## config.mk

```make
export PLATFORM = sky130hd
export DESIGN_NAME = clock_divider_prog
export DESIGN_NICKNAME = d
export VERILOG_FILES = /design/src/rtl/clkdiv_pkg.sv /design/src/rtl/clkdiv_cfg_reg.sv /design/src/rtl/clock_divider_prog.sv
export SDC_FILE = /design/constraint.sdc
export NUM_CORES = 1
export LEC_CHECK = 0
export ABC_AREA = 0
export BUFFER_PORTS_ARGS = -buffer_cell sky130_fd_sc_hd__buf_2
export CAP_MARGIN = 30
export CORE_MARGIN = 5
export CORE_UTILIZATION = 45
export CTS_CLUSTER_DIAMETER = 30
export CTS_CLUSTER_SIZE = 30
export DETAILED_ROUTE_END_ITERATION = 10
export GPL_TIMING_DRIVEN = 0
export PLACE_DENSITY_LB_ADDON = 0.2
export SYNTH_ARGS = -nofsm -noshare
export SYNTH_HDL_FRONTEND = slang
export SYNTH_SLANG_ARGS = --single-unit
```

## constraint.sdc

```tcl
create_clock -name clk_in -period 5.7 [get_ports clk_in]
set_input_delay 1.14 -clock clk_in [delete_from_list [all_inputs] [get_ports clk_in]]
set_output_delay 1.14 -clock clk_in [all_outputs]
set_load 0.02 [all_outputs]
```

## src/rtl/clkdiv_pkg.sv

```systemverilog
// rtl/clkdiv_pkg.sv - shared constants and divisor clamp helper for the programmable clock divider
package clkdiv_pkg;

  localparam int CLKDIV_MIN_DIV = 2;
  localparam int CLKDIV_DEF_W   = 8;
  localparam int CLKDIV_DEF_DIV = 20;

  // Written divisors below the minimum would give a period with no low phase.
  function automatic logic [31:0] clkdiv_clamp(input logic [31:0] v);
    return (v < 32'(CLKDIV_MIN_DIV)) ? 32'(CLKDIV_MIN_DIV) : v;
  endfunction

endpackage

```

## src/rtl/clkdiv_cfg_reg.sv

```systemverilog
// rtl/clkdiv_cfg_reg.sv - pending/current divisor registers with apply-on-boundary handoff
module clkdiv_cfg_reg
  import clkdiv_pkg::*;
#(
  parameter int W           = CLKDIV_DEF_W,
  parameter int DEFAULT_DIV = CLKDIV_DEF_DIV
) (
  input  logic         clk_in,
  input  logic         rst_n,
  input  logic         div_wr,
  input  logic [W-1:0] div_in,
  input  logic         apply,
  output logic [W-1:0] div_cur,
  output logic         div_pend
);

  logic [W-1:0] wr_val;
  logic [W-1:0] pend_val_q, pend_val_d;
  logic [W-1:0] cur_q, cur_d;
  logic         pend_q, pend_d;

  assign wr_val = W'(clkdiv_clamp(32'(div_in)));

  // A write landing on the apply edge wins over any older pending value.
  always_comb begin
    pend_val_d = pend_val_q;
    cur_d      = cur_q;
    pend_d     = pend_q;
    if (apply) begin
      if (div_wr) begin
        cur_d = wr_val;
      end else if (pend_q) begin
        cur_d = pend_val_q;
      end
      pend_d = 1'b0;
    end else if (div_wr) begin
      pend_val_d = wr_val;
      pend_d     = 1'b1;
    end
  end

  always_ff @(posedge clk_in or negedge rst_n) begin
    if (!rst_n) begin
      pend_val_q <= W'(DEFAULT_DIV);
      cur_q      <= W'(DEFAULT_DIV);
      pend_q     <= 1'b0;
    end else begin
      pend_val_q <= pend_val_d;
      cur_q      <= cur_d;
      pend_q     <= pend_d;
    end
  end

  assign div_cur  = cur_q;
  assign div_pend = pend_q;

endmodule

```

## src/rtl/clock_divider_prog.sv

```systemverilog
// rtl/clock_divider_prog.sv - runtime-programmable integer clock divider with tick, gating and phase sync
module clock_divider_prog
  import clkdiv_pkg::*;
#(
  parameter int W           = CLKDIV_DEF_W,
  parameter int DEFAULT_DIV = CLKDIV_DEF_DIV
) (
  input  logic         clk_in,
  input  logic         rst_n,
  input  logic         en,
  input  logic         div_wr,
  input  logic [W-1:0] div_in,
  input  logic         sync,
  output logic         clk_out,
  output logic         tick,
  output logic         active,
  output logic         div_pend,
  output logic [W-1:0] div_cur
);

  logic [W-1:0] cnt_q, cnt_d;
  logic         clk_q, clk_d;
  logic         tick_q, tick_d;
  logic         act_q, act_d;
  logic         last;
  logic         apply;
  logic [W:0]   high_len;
  logic [W:0]   cnt_inc;

  assign last     = act_q && (cnt_q == (div_cur - {{(W-1){1'b0}}, 1'b1}));
  assign apply    = en && (sync || !act_q || last);
  assign high_len = ({1'b0, div_cur} + {{W{1'b0}}, 1'b1}) >> 1;
  assign cnt_inc  = {1'b0, cnt_q} + {{W{1'b0}}, 1'b1};

  clkdiv_cfg_reg #(
    .W           (W),
    .DEFAULT_DIV (DEFAULT_DIV)
  ) u_cfg (
    .clk_in   (clk_in),
    .rst_n    (rst_n),
    .div_wr   (div_wr),
    .div_in   (div_in),
    .apply    (apply),
    .div_cur  (div_cur),
    .div_pend (div_pend)
  );

  // Start, boundary-with-en and sync all begin a fresh period; stopping only happens at the last count.
  always_comb begin
    cnt_d  = cnt_q;
    clk_d  = clk_q;
    tick_d = 1'b0;
    act_d  = act_q;
    if (apply) begin
      cnt_d  = '0;
      clk_d  = 1'b1;
      tick_d = 1'b1;
      act_d  = 1'b1;
    end else if (last) begin
      clk_d = 1'b0;
      act_d = 1'b0;
    end else if (act_q) begin
      cnt_d = cnt_inc[W-1:0];
      clk_d = (cnt_inc < high_len);
    end
  end

  always_ff @(posedge clk_in or negedge rst_n) begin
    if (!rst_n) begin
      cnt_q  <= W'(DEFAULT_DIV - 1);
      clk_q  <= 1'b0;
      tick_q <= 1'b0;
      act_q  <= 1'b0;
    end else begin
      cnt_q  <= cnt_d;
      clk_q  <= clk_d;
      tick_q <= tick_d;
      act_q  <= act_d;
    end
  end

  assign clk_out = clk_q;
  assign tick    = tick_q;
  assign active  = act_q;

endmodule

```

==> flow_metrics.env <==
export IMPL_ant_nets=0
export IMPL_fin_crit_ns=2.90
export IMPL_maxSlewViolCount=0
export IMPL_diodes=0
export IMPL_ys_ff_latch=28
export IMPL_rrSetupSlack_ns=2.80
export IMPL_cts_max_path_buffers=2
export IMPL_timing_rr_end="u_cfg.pend_val_q[6]"
export IMPL_grt_max_degree=29
export IMPL_drt_initial_drc_count=48
export IMPL_cts_root_buf="clkbuf_8"
export IMPL_place_ws_ns=2.79
export IMPL_totalWireLength_um=4360
export IMPL_start_kind="register"
export IMPL_ys_flop_type="dfrtp_1"
export IMPL_crit_path_end_kind="register"
export IMPL_globalRouteOverflowTotal=0
export IMPL_synthAdderAreaFrac_pct=6.15
export IMPL_p_clk_share_pct=15.0
export IMPL_fin_area_um2=2290
export IMPL_arrival_ns=3.07
export IMPL_seq_power_share_pct=30.0
export IMPL_setup_tns_ns=0
export IMPL_port_buffers=24
export IMPL_hold_viol_final=0
export IMPL_r2r_start="u_cfg.div_cur[0]"
export IMPL_tightest_slew_ns=0.641
export IMPL_setup_ws_ns=2.80
export IMPL_synthToLayoutAreaGrowth_pct=12.6
export IMPL_die_w_um=77.2
export IMPL_grt_first_pass_wirelength_um=7600
export IMPL_switching_share_pct=42.2
export IMPL_synth_compound_area_share_pct=18.9
export IMPL_vdd_drop_max_uv=225
export IMPL_cts_tree="done"
export IMPL_drv_cap=0
export IMPL_synthMuxAreaShare_pct=7.20
export IMPL_worstPathRequired_ns=5.87
export IMPL_ys_warn_count=0
export IMPL_critical_path_class="register to register"
export IMPL_core_area_um2=4380
export IMPL_finalPower_mw=1.06
export IMPL_io_pins=25
export IMPL_track_usage_pct=15.2
export IMPL_p_int_uw=614
export IMPL_synth_cell_types=50
export IMPL_synth_edf_count=0
export IMPL_syn_nets=224
export IMPL_p_comb_share_pct=55.0
export IMPL_ff2ff_path_depth=11
export IMPL_utilization_pct=52.3
export IMPL_die_area_um2=5970
export IMPL_synth_area_leaders="dfrtp_1, dfstp_2, ha_1, mux2_4, xor2_1"
export IMPL_setup_viol=0
export IMPL_vias=1595
export IMPL_ys_seq_area_share_pct=34.9
export IMPL_syn_avg_cell_area_um2=10.1
export IMPL_cellPowerDensity_nw_per_um2=463
export IMPL_routabilityCongestion=0.741
export IMPL_final_cell_count_no_fill=281
export IMPL_synth_top_area_share_pct=25.8
export IMPL_layout_drive_gt1_share_pct=28.4
export IMPL_relSlewSlack_pct=57.3
export IMPL_start_util_pct=46.4
export IMPL_dr_pass1_iters=4
export IMPL_synthXorXnorAreaFrac_pct=9.47
export IMPL_antenna_found_initial=0
export IMPL_synth_top_family_by_area="compound AO/OA/AOI/OAI gates"
export IMPL_finalCritPeriodShare_pct=50.8
export IMPL_cts_buffers=3
export IMPL_insertion_delay_ns=0.28
export IMPL_dpl_instance_area_um2=2220
export IMPL_n_fill_cell=411
export IMPL_timing_fmax_mhz=345
export IMPL_leakage_nw=1.03
export IMPL_synth_common_cells="dfrtp_1, xor2_1"
export IMPL_rows=24
export IMPL_async_reset_ff_share_pct=100
export IMPL_cts_hold_buffers_added=0
export IMPL_grt_pass1_vias=1616
export IMPL_fp_dieH_um=77.2
export IMPL_cts_reportedPaths_clkPinSlew_ns=0.10
export IMPL_h_tree_depth=1
export IMPL_cts_resized=0
export IMPL_endpoint="u_cfg.pend_val_q[6]"
export IMPL_outcome="complete, no violations"
export IMPL_netlist_instances=201
export IMPL_synthMostInstantiatedCell="dfrtp_1"
export IMPL_clock_skew_ns=0.00413
export IMPL_via_per_inst=5.68
export IMPL_synth_top_area_cell="dfrtp_1"
export IMPL_hold_slack_ns=0.512
export IMPL_rsz0062_at_grt="no"
export IMPL_post_cts_buffers=0
export IMPL_syn_area_um2=2030
export IMPL_cts_sinks=28
export IMPL_final_nets=253
export IMPL_yosys_area_share_simple_pct=18.6
export IMPL_place_hpwl_um=3370
export IMPL_startpoint="u_cfg.div_cur[0]"
export IMPL_switchingPower_uw=448
export IMPL_drc=0
export IMPL_hold_class="register to register"
export IMPL_cp_max_fo=10
export IMPL_dpl_cell_count=277
export IMPL_wl_per_cell_um=15.5
==> cells in the final DEF (no fill, tap or decap), drive strengths merged, types with 2 or more instances in the layout <==
cell type,synthesis,layout
a2bb2oi,3,3
nand3,4,4
xor2,12,12
o31ai,2,2
a21oi,10,10
inv,9,9
nor3,8,8
and3,8,8
o211ai,3,3
dfstp,7,7
dfrtp,21,21
ha,10,10
nand2b,6,6
buf,7,31
nor4,3,3
mux2i,3,3
nand2,10,10
o21a,2,2
nor2,10,10
nand4,3,3
xnor2,10,10
nand3b,7,7
clkbuf,5,8
o211a,2,2
o21ai,6,6
a211oi,4,4
mux2,8,8
o221a,5,5
==> how the worst min path moves through the flow <==
| stage | to | start | slack (ns) | depth (start not counted) |
|---|---|---|---|---|
| 3_3_place_gp | clk_out | clk_out | 0.47 | 2 |
| 3_5_place_dp | clk_out | clk_out | 0.49 | 2 |
| 2_1_floorplan | u_cfg.pend_val_q[1] | u_cfg.pend_val_q[1] | 0.47 | 1 |
| 4_1_cts | clk_out | clk_out | 0.51 | 2 |
| 6_report | u_cfg.pend_val_q[7] | u_cfg.pend_val_q[7] | 0.51 | 1 |
| 5_1_grt | u_cfg.pend_val_q[7] | u_cfg.pend_val_q[7] | 0.54 | 1 |
==> power groups by stage <==
stage	logic, mW	clock network [mW]	registers, mW
6_report	0.584	0.159	0.319
5_1_grt	0.653	0.174	0.330
4_1_cts	0.592	0.163	0.319
3_5_place_dp	0.587	0	0.323
3_3_place_gp	0.580	0	0.322
2_1_floorplan	0.421	0	0.354
==> metal layers <==
layer | GRT usage (%) | wire [um] | up-vias
met5 | 0 | 0 | -
met4 | 2.23 | 34 | 0
met3 | 3.28 | 191 | 4
met2 | 26.0 | 2130 | 34
met1 | 20.1 | 2010 | 768
li1 | - | - | 789
==> critical path: stages (launching register included) <==
cell      delay [ns]
dfrtp_1         0.38
buf_2           0.21
inv_1           0.08
ha_1            0.33
xor2_1          0.16
o211ai_1        0.11
a211oi_2        0.30
a41oi_2         0.23
nor3_4          0.40
nor2b_1         0.09
buf_4           0.20
mux2_4          0.30
==> sequential cells by signal, indices dropped and copies added, names as in the netlist <==
| register | flops |
|---|---|
| active | 1 |
| u_cfg.pend_val_q | 8 |
| u_cfg.div_pend | 1 |
| tick | 1 |
| u_cfg.div_cur | 8 |
| cnt_q | 8 |
| clk_out | 1 |
==> cells by family after synthesis <==
| group | Yosys count |
|---|---|
| and+or+nand+nor | 61 |
| AOI/OAI and AO/OA | 48 |
| DFF | 28 |
| xor gates and xnor gates | 22 |
| buffers and inverters | 21 |
| muxes | 11 |
| adders and majority gates | 10 |
==> final cells by class <==
cell class,instances,area (um^2),share of cell area [%]
clock inverters,1,30.0,1.31
flip-flops and latches,28,709,31.0
well taps,52,65.1,2.84
inverters,9,33.8,1.47
repair buffers,24,120,5.24
multi-input cells,152,1230,53.5
plain buffers,12,65.1,2.84
clock buffers,3,41.3,1.80
Power figures use the tool's default switching activity.
